$ cat src/rtl/key_event_if.sv
// Key event bundle: debounced key inputs toward the decoder, gesture pulses and busy back out.
interface key_event_if;
  logic key_flag;
  logic key_state;
  logic single_click;
  logic double_click;
  logic long_press;
  logic long_repeat;
  logic key_busy;

  modport master (
    output key_flag, key_state,
    input  single_click, double_click, long_press, long_repeat, key_busy
  );

  modport slave (
    input  key_flag, key_state,
    output single_click, double_click, long_press, long_repeat, key_busy
  );
endinterface

$ cat src/rtl/key_event_decoder.sv
// Classifies debounced key edges into single/double click, long press and auto-repeat pulses.
// IDLE: no gesture | PRESS1: first press held | WAIT2: released, awaiting second press | PRESS2: second press held | LONG: long press held
module key_event_decoder #(
  parameter int LONG_CYC   = 50_000_000,
  parameter int DCLICK_CYC = 15_000_000,
  parameter int REPEAT_CYC = 10_000_000,
  parameter int CNT_W      = 26
) (
  input logic       clk,
  input logic       rst,
  key_event_if.slave kif
);

  localparam logic [CNT_W-1:0] LONG_TC   = CNT_W'(LONG_CYC - 1);
  localparam logic [CNT_W-1:0] DCLICK_TC = CNT_W'(DCLICK_CYC - 1);
  localparam logic [CNT_W-1:0] REPEAT_TC = CNT_W'(REPEAT_CYC - 1);

  typedef enum logic [2:0] {
    IDLE   = 3'd0,
    PRESS1 = 3'd1,
    WAIT2  = 3'd2,
    PRESS2 = 3'd3,
    LONG   = 3'd4
  } state_t;

  state_t           state_q, state_d;
  logic [CNT_W-1:0] cnt_q, cnt_d;
  logic             single_q, single_d;
  logic             double_q, double_d;
  logic             long_q, long_d;
  logic             repeat_q, repeat_d;
  logic             restart;
  logic             press_ev, rel_ev;

  assign press_ev = kif.key_flag & ~kif.key_state;
  assign rel_ev   = kif.key_flag &  kif.key_state;

  always_comb begin
    state_d  = state_q;
    single_d = 1'b0;
    double_d = 1'b0;
    long_d   = 1'b0;
    repeat_d = 1'b0;
    restart  = 1'b0;
    case (state_q)
      IDLE: begin
        if (press_ev) state_d = PRESS1;
      end
      PRESS1: begin
        if (rel_ev) begin
          state_d = WAIT2;
        end else if (cnt_q == LONG_TC) begin
          state_d = LONG;
          long_d  = 1'b1;
        end
      end
      WAIT2: begin
        if (press_ev) begin
          state_d = PRESS2;
        end else if (cnt_q == DCLICK_TC) begin
          state_d  = IDLE;
          single_d = 1'b1;
        end
      end
      PRESS2: begin
        if (rel_ev) begin
          state_d  = IDLE;
          double_d = 1'b1;
        end
      end
      LONG: begin
        if (rel_ev) begin
          state_d = IDLE;
        end else if (cnt_q == REPEAT_TC) begin
          repeat_d = 1'b1;
          restart  = 1'b1;
        end
      end
      default: begin
        state_d = IDLE;
        restart = 1'b1;
      end
    endcase

    // Timer restarts on any state change or repeat period; it only runs in timed states.
    if (state_d != state_q || restart) begin
      cnt_d = '0;
    end else if (state_q == PRESS1 || state_q == WAIT2 || state_q == LONG) begin
      cnt_d = cnt_q + 1'b1;
    end else begin
      cnt_d = '0;
    end
  end

  always_ff @(posedge clk) begin
    if (rst) begin
      state_q  <= IDLE;
      cnt_q    <= '0;
      single_q <= 1'b0;
      double_q <= 1'b0;
      long_q   <= 1'b0;
      repeat_q <= 1'b0;
    end else begin
      state_q  <= state_d;
      cnt_q    <= cnt_d;
      single_q <= single_d;
      double_q <= double_d;
      long_q   <= long_d;
      repeat_q <= repeat_d;
    end
  end

  assign kif.single_click = single_q;
  assign kif.double_click = double_q;
  assign kif.long_press   = long_q;
  assign kif.long_repeat  = repeat_q;
  assign kif.key_busy     = (state_q != IDLE);

endmodule

$ cat src/flat_wrapper.sv
// flat-port wrapper written by rule: the top's interface ports become plain ports
module key_event_decoder_flat 
#(
  parameter int LONG_CYC   = 50_000_000,
  parameter int DCLICK_CYC = 15_000_000,
  parameter int REPEAT_CYC = 10_000_000,
  parameter int CNT_W      = 26
)
  (clk, rst, kif_key_flag, kif_key_state, kif_single_click, kif_double_click, kif_long_press, kif_long_repeat, kif_key_busy);
  key_event_if kif_i ();
  input logic clk;
  input logic rst;
  input wire logic [$bits(kif_i.key_flag)-1:0] kif_key_flag;
  input wire logic [$bits(kif_i.key_state)-1:0] kif_key_state;
  output wire logic [$bits(kif_i.single_click)-1:0] kif_single_click;
  output wire logic [$bits(kif_i.double_click)-1:0] kif_double_click;
  output wire logic [$bits(kif_i.long_press)-1:0] kif_long_press;
  output wire logic [$bits(kif_i.long_repeat)-1:0] kif_long_repeat;
  output wire logic [$bits(kif_i.key_busy)-1:0] kif_key_busy;
  assign kif_i.key_flag = kif_key_flag;
  assign kif_i.key_state = kif_key_state;
  assign kif_single_click = kif_i.single_click;
  assign kif_double_click = kif_i.double_click;
  assign kif_long_press = kif_i.long_press;
  assign kif_long_repeat = kif_i.long_repeat;
  assign kif_key_busy = kif_i.key_busy;
  key_event_decoder #(.LONG_CYC(LONG_CYC), .DCLICK_CYC(DCLICK_CYC), .REPEAT_CYC(REPEAT_CYC), .CNT_W(CNT_W)) u_core (.clk(clk), .rst(rst), .kif(kif_i));
endmodule
$ cat config.mk
export PLATFORM = sky130hd
export DESIGN_NAME = key_event_decoder_flat
export DESIGN_NICKNAME = d
export VERILOG_FILES = /design/src/rtl/key_event_if.sv /design/src/rtl/key_event_decoder.sv /design/src/flat_wrapper.sv
export SDC_FILE = /design/constraint.sdc
export NUM_CORES = 1
export LEC_CHECK = 0
export CAP_MARGIN = 20
export CORE_ASPECT_RATIO = 1.25
export CORE_MARGIN = 4
export CORE_UTILIZATION = 45
export CTS_BUF_LIST = sky130_fd_sc_hd__clkbuf_4
export CTS_CLUSTER_DIAMETER = 100
export CTS_CLUSTER_SIZE = 8
export DETAILED_ROUTE_END_ITERATION = 8
export HOLD_SLACK_MARGIN = 0.06
export PLACE_DENSITY = 0.72
export SETUP_SLACK_MARGIN = 0.3
export SLEW_MARGIN = 10
export SYNTH_ARGS = -nofsm -noshare
export SYNTH_HDL_FRONTEND = slang
export SYNTH_SLANG_ARGS = --single-unit
$ cat constraint.sdc
create_clock -name clk -period 2.4 [get_ports clk]
set_input_delay 0.48 -clock clk [delete_from_list [all_inputs] [get_ports clk]]
set_output_delay 0.48 -clock clk [all_outputs]
set_load 0.01 [all_outputs]
==> results.ini, run 1 <==
[min_path]
min_from=u_core.cnt_q[0]
hold_class=reg -> reg

[sta]
max_freq_mhz=475
setup_viol=0
fin_skew_ps=9.17
drv_slew=0
slew-limit-headroom=0.681
timing.final.ws_setup_ps=293
setup_tns_ps=0
fin_crit_sh=0.878
grt_setup_unrepaired=yes
worst_pin_slew_ps=475
holdWs_ps=435
hold_viol=0
period_needed_ps=2110

[synthesis]
synth_area_leaders=dfxtp_1 40%, nor2_1 8.8%, xnor2_1 7.4%
yosys.cell_types.count=39
synth_warnings=0
synth.top_cell.area_share=0.396
async_reset_ff_frac=0
synthTopCellsByCount=39 x nor2_1, 33 x dfxtp_1, 17 x nand2_1
syn-mean-instance-area_sq_um=8.50
synth_ff_type=dfxtp_1
synth_fp_nets=201
netlist_area_sq_um=1670
synth_most_common_cell=nor2_1
synth_edf_count=0
synth_top_cell_by_area=dfxtp_1
ys_ff_latch=33
ys_seq_area_frac=0.396
synth_cells=196

[power_and_ir_drop]
power-per-cell-area_nw_per_um2=524
vdd_drop_max_mv=0.295
report.power.total_mw=1.02
power.leakage_nw=0.617

[cts]
cts_tree=yes
insertion_delay_ps=330
path_clk_slew_ps=100
cts.sinks=33
cts_hold_buf=0
htreeDepth=2
cts_buffers=5
clockBufferDepth=2
clockRootBuffer=clkbuf_4

[setup_path]
cp.required_ps=2630
critPathLaunchType=flip-flop
cp-end-kind=flip-flop
crit_type=reg -> reg
r2r_start=u_core.cnt_q[11]
critPathLaunch=u_core.cnt_q[11]
cp_max_fo=6
crit_path_max_incr_delay_ps=520
cp_slowest_cell=or4b_1
path_cells=or4b_1 > or4_4 > o311ai_4 > a221o_2 > buf_4 > nor2_1
crit_family=simple AND/OR/NAND/NOR gates
arrival_ps=2340
path_buf_inv=1

[global_routing]
grt-ovfl-total=0
grt_max_degree=14
antenna_found_initial=0
grt_pass1_wl_microns=6310
grt.total_usage=0.166
grt_pass1_vias=1284

[detailed_routing]
vias_per_cell=5.67
wl_microns=3660
first_pass_iters=4
routedWlPerCell_microns=14.3
num_vias=1447
antenna_left=0
drc=0
drt_iter0_drc=66

[finish]
area_growth_pct=16.6
drive_gt1_frac=0.148
final_area_sq_um=1940
final_cells=255
fillCellCount=331
postLayoutCoreUtil=0.548
antennaDiodeCount=0
nets=220

[placement]
dpl-instance-area_sq_um=1830
gp_congestion=0.830
io_buffers=8
place_hpwl_microns=2540
place_inst=245
dp_slack_ps=26.6

[run]
drv_cap=0

[floorplanning]
start_util=0.470
rows=24
coreArea_sq_um=3540
dieArea_sq_um=4750
die_width_microns=62.4
fp.dieH_microns=76.0
io_pins=9

[outcome]
outcome=complete, no violations

==> placed cells by master, fill, tap and decap left out, types with 3 or more instances in the layout <==
cell / synthesis / layout
nor2_1: 39 / 39
dfxtp_1: 33 / 28
nand2_1: 17 / 17
xnor2_1: 14 / 14
buf_4: 0 / 11
xor2_1: 10 / 10
nand3_1: 9 / 9
nor4_1: 9 / 8
nand4_1: 7 / 7
nor3_1: 7 / 7
clkdlybuf4s50_1: 0 / 7
clkbuf_4: 0 / 6
dfxtp_2: 0 / 5
nor4bb_1: 4 / 4
and3_1: 4 / 4
and4_1: 4 / 4
inv_1: 3 / 3
==> per-layer routing <==
metal | vias up | global-route usage | wire (microns)
li1 | 729 | - | -
met1 | 672 | 0.207 | 1590
met2 | 36 | 0.258 | 1770
met3 | 10 | 0.0546 | 198
met4 | 0 | 0.0773 | 102
met5 | - | 0 | 0
==> power by group <==
group	switching [mW]	internal (mW)
Clock	0.179	0.228
Sequential	0.00435	0.550
Combinational	0.0295	0.0274
Total	0.213	0.806
==> kinds of logic after synthesis <==
| group | after synthesis | synth area share |
|---|---|---|
| fa+ha+maj | 1 | 0.00751 |
| xor+xnor | 24 | 0.126 |
| flops | 33 | 0.396 |
| buf+inv | 11 | 0.0398 |
| mux | 1 | 0.00601 |
| compound gates | 9 | 0.0511 |
| simple gates | 117 | 0.373 |
==> worst register-to-register path, cell delays in order, from the launching register on <==
cell,delay (ps)
dfxtp_2,350
or4b_1,520
or4_4,480
o311ai_4,260
a221o_2,200
buf_4,150
nor2_1,50
==> cell type report <==
cell class	count	area (sq um)	area share
multi-input cells	152	956	0.492
flip-flops and latches	33	667	0.343
repair buffers	20	181	0.0934
well taps	39	48.8	0.0251
clock buffers	6	45.0	0.0232
clock inverters	2	33.8	0.0174
inverters	3	11.3	0.00580
==> path summary, 6_finish.rpt <==
kind,slack (ps),end,cells after the start
max,290,u_core.cnt_q[12],6
min,430,u_core.cnt_q[0],1
max reg2reg,290,u_core.cnt_q[12],6
min reg2reg,430,u_core.cnt_q[0],1
==> flip-flops by register name, indices dropped and copies added, names as in the netlist <==
register,flops
u_core.cnt_q,26
u_core.kif.double_click,1
u_core.kif.long_press,1
u_core.kif.long_repeat,1
u_core.kif.single_click,1
u_core.state_q,3
==> repair_timing <==
action                     CTS  global route
pin swaps                    0             1
resized for setup            3             4
setup buffers                2             0
setup endpoints to repair   20            20
No activity file was read; power rests on OpenSTA's default activity.
==> run 2, diff against run 1 <==
CAP_MARGIN = unset   (was 20)
CORE_MARGIN = 2   (was 4)
==> run 2 against run 1 <==
Effect of this change:
- clock skew barely moved
- sequential cell count did not move
- maximum frequency fell by 1.4%
- final area rose by 0.52%
- critical endpoint is now u_core.cnt_q[7]
- largest power group unchanged
==> results.ini, run 2 (same netlist as run 1, synthesis figures left out) <==
[sta]
fin_crit_sh=0.890  ; +0.0123
max_freq_mhz=468  ; -1.4%
setup_tns_ps=0  ; unchanged
drv_slew=0  ; unchanged
fin_skew_ps=8.87  ; -0.294 ps
period_needed_ps=2140  ; +29.5 ps
slew-limit-headroom=0.589  ; -0.0916
setup_viol=0  ; unchanged
hold_viol=0  ; unchanged
grt_setup_unrepaired=yes
worst_pin_slew_ps=611  ; +136 ps

[floorplanning]
fp.dieH_microns=72.0  ; -5.3%
coreArea_sq_um=3510  ; -0.85%
rows=24  ; unchanged
start_util=0.474  ; +0.00402
die_width_microns=58.4  ; -6.4%
io_pins=9  ; unchanged
dieArea_sq_um=4210  ; -11%

[finish]
layout_common_cells=39 x nor2_1, 30 x dfxtp_1, 17 x nand2_1, 17 x buf_4, 14 x xnor2_1
fillCellCount=332  ; +0.30%
reg.largest.list=u_core.cnt_q x26, u_core.state_q x3
largest-register=u_core.cnt_q
final_common_cell=nor2_1
final_cells=261  ; +2.4%
area_growth_pct=17.2
postLayoutCoreUtil=0.556  ; +0.00754
antennaDiodeCount=0  ; unchanged
nets=226  ; +2.7%
drive_gt1_frac=0.153  ; +0.00501
largest_reg_flops=26  ; unchanged
final_area_sq_um=1950  ; +0.52%

[cts]
clockRootBuffer=clkbuf_4
htreeDepth=2  ; unchanged
clockBufferDepth=2  ; unchanged
insertion_delay_ps=340  ; about the same
cts.sinks=33  ; unchanged
cts_tree=yes
cts_buffers=5  ; unchanged
path_clk_slew_ps=100  ; about the same

[global_routing]
grt_max_degree=16  ; +2
antenna_found_initial=0  ; unchanged
grt_pass1_vias=1335  ; +4.0%
grt_pass1_wl_microns=6030  ; -4.5%
grt-ovfl-total=0  ; unchanged
grt.total_usage=0.189  ; +0.0227

[setup_path]
critPathLaunchType=flip-flop
crit_path_max_incr_delay_ps=590  ; +70 ps
path_buf_inv=1  ; unchanged
cp.required_ps=2640  ; about the same
cp_slowest_cell=nor4_1
crit_type=reg -> reg
crit_family=simple AND/OR/NAND/NOR gates
cp-end-kind=flip-flop
path_cells=nor4_1 > nand4_1 > o311ai_4 > a221o_2 > buf_12 > nor2_1
cp_max_fo=15  ; +9
arrival_ps=2380  ; +40 ps

[detailed_routing]
routedWlPerCell_microns=13.8  ; -3.5%
drc=0  ; unchanged
vias_per_cell=5.61  ; -1.2%
antenna_left=0  ; unchanged
num_vias=1464  ; +1.2%
first_pass_iters=4  ; unchanged
drt_iter0_drc=97  ; +47%
wl_microns=3610  ; -1.3%

[power_and_ir_drop]
clkPwrFrac=0.323  ; -0.077
combPwrFrac=0.068  ; +0.012
p_sw_frac=0.244  ; +0.0350
p_sw_mw=0.221  ; +3.9%
internal-power_mw=0.685  ; -15%
power-per-cell-area_nw_per_um2=464  ; -11%
seq_power_share=0.609  ; +0.064
report.power.total_mw=0.907  ; -11%
vdd_drop_max_mv=0.424  ; +44%
power.leakage_nw=0.633  ; +2.5%

[placement]
place_hpwl_microns=2530  ; -0.48%
io_buffers=8  ; unchanged
dpl-instance-area_sq_um=1830  ; +0.41%
gp_congestion=0.838  ; +0.98%
place_inst=246  ; +0.41%

[outcome]
outcome=complete, no violations

[min_path]
hold_class=reg -> reg

[run]
drv_cap=0  ; unchanged

[run 2: layer usage]
metal	part of all wire	vias to the layer above	track usage
met5	0	-	0
met4	0.033	0	0.0956
met3	0.035	10	0.0535
met2	0.48	24	0.306
met1	0.45	687	0.226
li1	-	743	-
[run 2: timing repair]
item                       4_1_cts  5_1_grt
hold buffers                     0        0
setup buffers                    3        4
setup endpoints to repair       20       21
resized for setup                3        1
[run 2: path summary, 6_finish.rpt]
check                   start  slack, ps  cells past startpoint               to
max          u_core.cnt_q[16]        260                      6  u_core.cnt_q[7]
min           u_core.cnt_q[0]        440                      1  u_core.cnt_q[0]
max reg2reg  u_core.cnt_q[16]        260                      6  u_core.cnt_q[7]
min reg2reg   u_core.cnt_q[0]        440                      1  u_core.cnt_q[0]
[run 2: final cells by class]
| type | instances | area (sq um) | share of cell area |
|---|---|---|---|
| well taps | 39 | 48.8 | 0.0250 |
| multi-input cells | 152 | 950 | 0.486 |
| flip-flops and latches | 33 | 667 | 0.341 |
| clock inverters | 3 | 12.5 | 0.00641 |
| clock buffers | 5 | 37.5 | 0.0192 |
| inverters | 3 | 11.3 | 0.00577 |
| repair buffers | 26 | 226 | 0.116 |
[run 2: power by group through the flow]
stage	clock network [mW]	registers, mW	logic [mW]
global placement	0	0.565	0.0539
global route	0.323	0.552	0.0672
floorplan	0	0.564	0.0384
finish	0.293	0.552	0.0615
detailed placement	0	0.565	0.0540
CTS	0.302	0.553	0.0599
[run 2: worst reg2reg max path: stages (launching register included)]
cell and delay, ps:
dfxtp_1 390, nor4_1 590, nand4_1 300, o311ai_4 350, a221o_2 210, buf_12 150, nor2_1 50
[run 2: per-stage QoR]
stage | hold WS, ps | setup WS (ps)
global route | 448 | 225
global placement | 448 | 57.7
detailed placement | 455 | -23.7
CTS | 439 | 319
finish | 437 | 263
floorplan | 426 | 230
==> run 3, diff against run 2 <==
GPL_TIMING_DRIVEN = 0   (was unset)
==> run 3 against run 2 <==
Effect of this change:
- clock-buffer cell count unchanged
- maximum frequency decreased by 4.2%
- setup slack got worse by 93 ps
- largest cell class unchanged
==> results.ini, run 3 (same netlist as run 1, synthesis figures left out) <==
[setup_path]
crit_type=reg -> reg
reg2regPathDepth=7  ; +1
cp_max_fo=10  ; -5
arrival_ps=2470  ; +90 ps
reg2reg_to=u_core.cnt_q[5]
rrSetupSlack_ps=170  ; -90 ps
endpoint=u_core.cnt_q[5]
critPathLaunch=u_core.cnt_q[11]
cp-end-kind=flip-flop
r2r_start=u_core.cnt_q[11]
critPathLaunchType=flip-flop
cp.required_ps=2640  ; about the same

[detailed_routing]
wl_microns=3690  ; +2.0%
first_pass_iters=4  ; unchanged
vias_per_cell=5.64  ; +0.52%
drc=0  ; unchanged
routedWlPerCell_microns=14.2  ; +2.4%
num_vias=1466  ; +0.14%
drt_iter0_drc=64  ; -34%
antenna_left=0  ; unchanged

[cts]
path_clk_slew_ps=100  ; about the same
insertion_delay_ps=340  ; about the same
clockBufferDepth=2  ; unchanged
clockRootBuffer=clkbuf_4
cts_hold_buf=0  ; unchanged
cts.sinks=33  ; unchanged
cts_tree=yes
htreeDepth=2  ; unchanged
cts_buffers=5  ; unchanged

[floorplanning]
io_pins=9  ; unchanged
rows=24  ; unchanged
fp.dieH_microns=72.0  ; unchanged
die_width_microns=58.4  ; unchanged
start_util=0.474  ; unchanged
dieArea_sq_um=4210  ; unchanged
coreArea_sq_um=3510  ; unchanged

[placement]
dpl-instance-area_sq_um=1810  ; -1.5%
place_inst=243  ; -1.2%
gp_congestion=0.879  ; +4.9%
io_buffers=8  ; unchanged
place_hpwl_microns=2480  ; -1.8%

[finish]
nets=225  ; -0.44%
final_common_cell=nor2_1
area_growth_pct=20.1
largest-register=u_core.cnt_q
layout_common_cells=35 x nor2_1, 28 x dfxtp_1, 17 x nand2_1
reg.largest.list=u_core.cnt_q x26, u_core.state_q x3
postLayoutCoreUtil=0.570  ; +0.0139
final_area_sq_um=2000  ; +2.5%
antennaDiodeCount=0  ; unchanged
final_cells=260  ; -0.38%
drive_gt1_frac=0.186  ; +0.0324
largest_reg_flops=26  ; unchanged

[outcome]
outcome=complete, no violations

[global_routing]
antenna_found_initial=0  ; unchanged
grt-ovfl-total=0  ; unchanged
grt_pass1_wl_microns=6040  ; +0.12%
grt_pass1_vias=1376  ; +3.1%
grt_max_degree=11  ; -5
grt.total_usage=0.188  ; -0.00103

[power_and_ir_drop]
power.leakage_nw=0.654  ; +3.4%
power-per-cell-area_nw_per_um2=457  ; -1.5%
vdd_drop_max_mv=0.361  ; -15%

[sta]
hold_viol=0  ; unchanged
setup_viol=0  ; unchanged
worst_pin_slew_ps=438  ; -172 ps
fin_crit_sh=0.929  ; +0.0387
grt_setup_unrepaired=yes
slew-limit-headroom=0.705  ; +0.116
drv_slew=0  ; unchanged
period_needed_ps=2230  ; +92.9 ps
fin_skew_ps=6.80  ; -2.07 ps
max_freq_mhz=448  ; -4.2%

[run]
drv_cap=0  ; unchanged

[min_path]
hold_class=reg -> reg

run 3: cell types whose count changed in the layout (fill, tap and decap cells not counted), sizes merged:
| cell | previous run | this run |
|---|---|---|
| buf | 18 | 13 |
| clkbuf | 5 | 9 |
run 3: metrics by stage:
step                power, mW  worst slack [ps]  hold slack (ps)  TNS, ps
floorplan               0.603               230              426        0
global placement        0.621              -300              441    -4350
detailed placement      0.621              -337              474    -4740
CTS                     0.912               188              446        0
global route            0.947               136              450        0
finish                  0.915               170              437        0
run 3: worst max-delay path, stage by stage, from the launching register on:
cell      delay (ps)
dfxtp_4          360
or4b_1           510
or4_4            470
o311ai_4         300
a221o_2          180
buf_8            130
buf_12           130
nor2_1            40
run 3: power breakdown:
| group | leakage (nW) | internal (mW) | switching [mW] |
|---|---|---|---|
| sequential | 0.269 | 0.549 | 0.00204 |
| clock | 0.0300 | 0.106 | 0.186 |
| combinational | 0.355 | 0.0366 | 0.0353 |
| total | 0.654 | 0.692 | 0.223 |
run 3: layer usage:
| metal | GRT usage | wire length, microns | vias to the layer above |
|---|---|---|---|
| li1 | - | - | 741 |
| met1 | 0.204 | 1570 | 686 |
| met2 | 0.325 | 1900 | 29 |
| met3 | 0.0446 | 112 | 10 |
| met4 | 0.114 | 107 | 0 |
| met5 | 0 | 0 | - |
run 3: cell type report:
cell class              instances  area, sq um
clock buffers                   5         37.5
repair buffers                 17          159
multi-input cells             152          997
fillers                       326         1510
well taps                      39         48.8
clock inverters                 3         12.5
flip-flops and latches         33          669
plain buffers                   8         66.3
inverters                       3         11.3
run 3: repair_timing:
| action | in CTS | in global routing |
|---|---|---|
| gates resized for setup | 11 | 13 |
| cloned | 0 | 0 |
| pin swaps | 3 | 2 |
| buffers inserted | 6 | 3 |
| endpoints found under the setup margin | 21 | 23 |
run 3: worst min path at each step:
| stage | slack, ps | cells past startpoint | end | startpoint |
|---|---|---|---|---|
| floorplan | 430 | 1 | u_core.cnt_q[0] | u_core.cnt_q[0] |
| global placement | 440 | 1 | u_core.cnt_q[0] | u_core.cnt_q[0] |
| detailed placement | 470 | 1 | u_core.cnt_q[0] | u_core.cnt_q[0] |
| CTS | 450 | 1 | u_core.cnt_q[0] | u_core.cnt_q[0] |
| global route | 450 | 1 | u_core.cnt_q[0] | u_core.cnt_q[0] |
| finish | 440 | 1 | u_core.cnt_q[0] | u_core.cnt_q[0] |
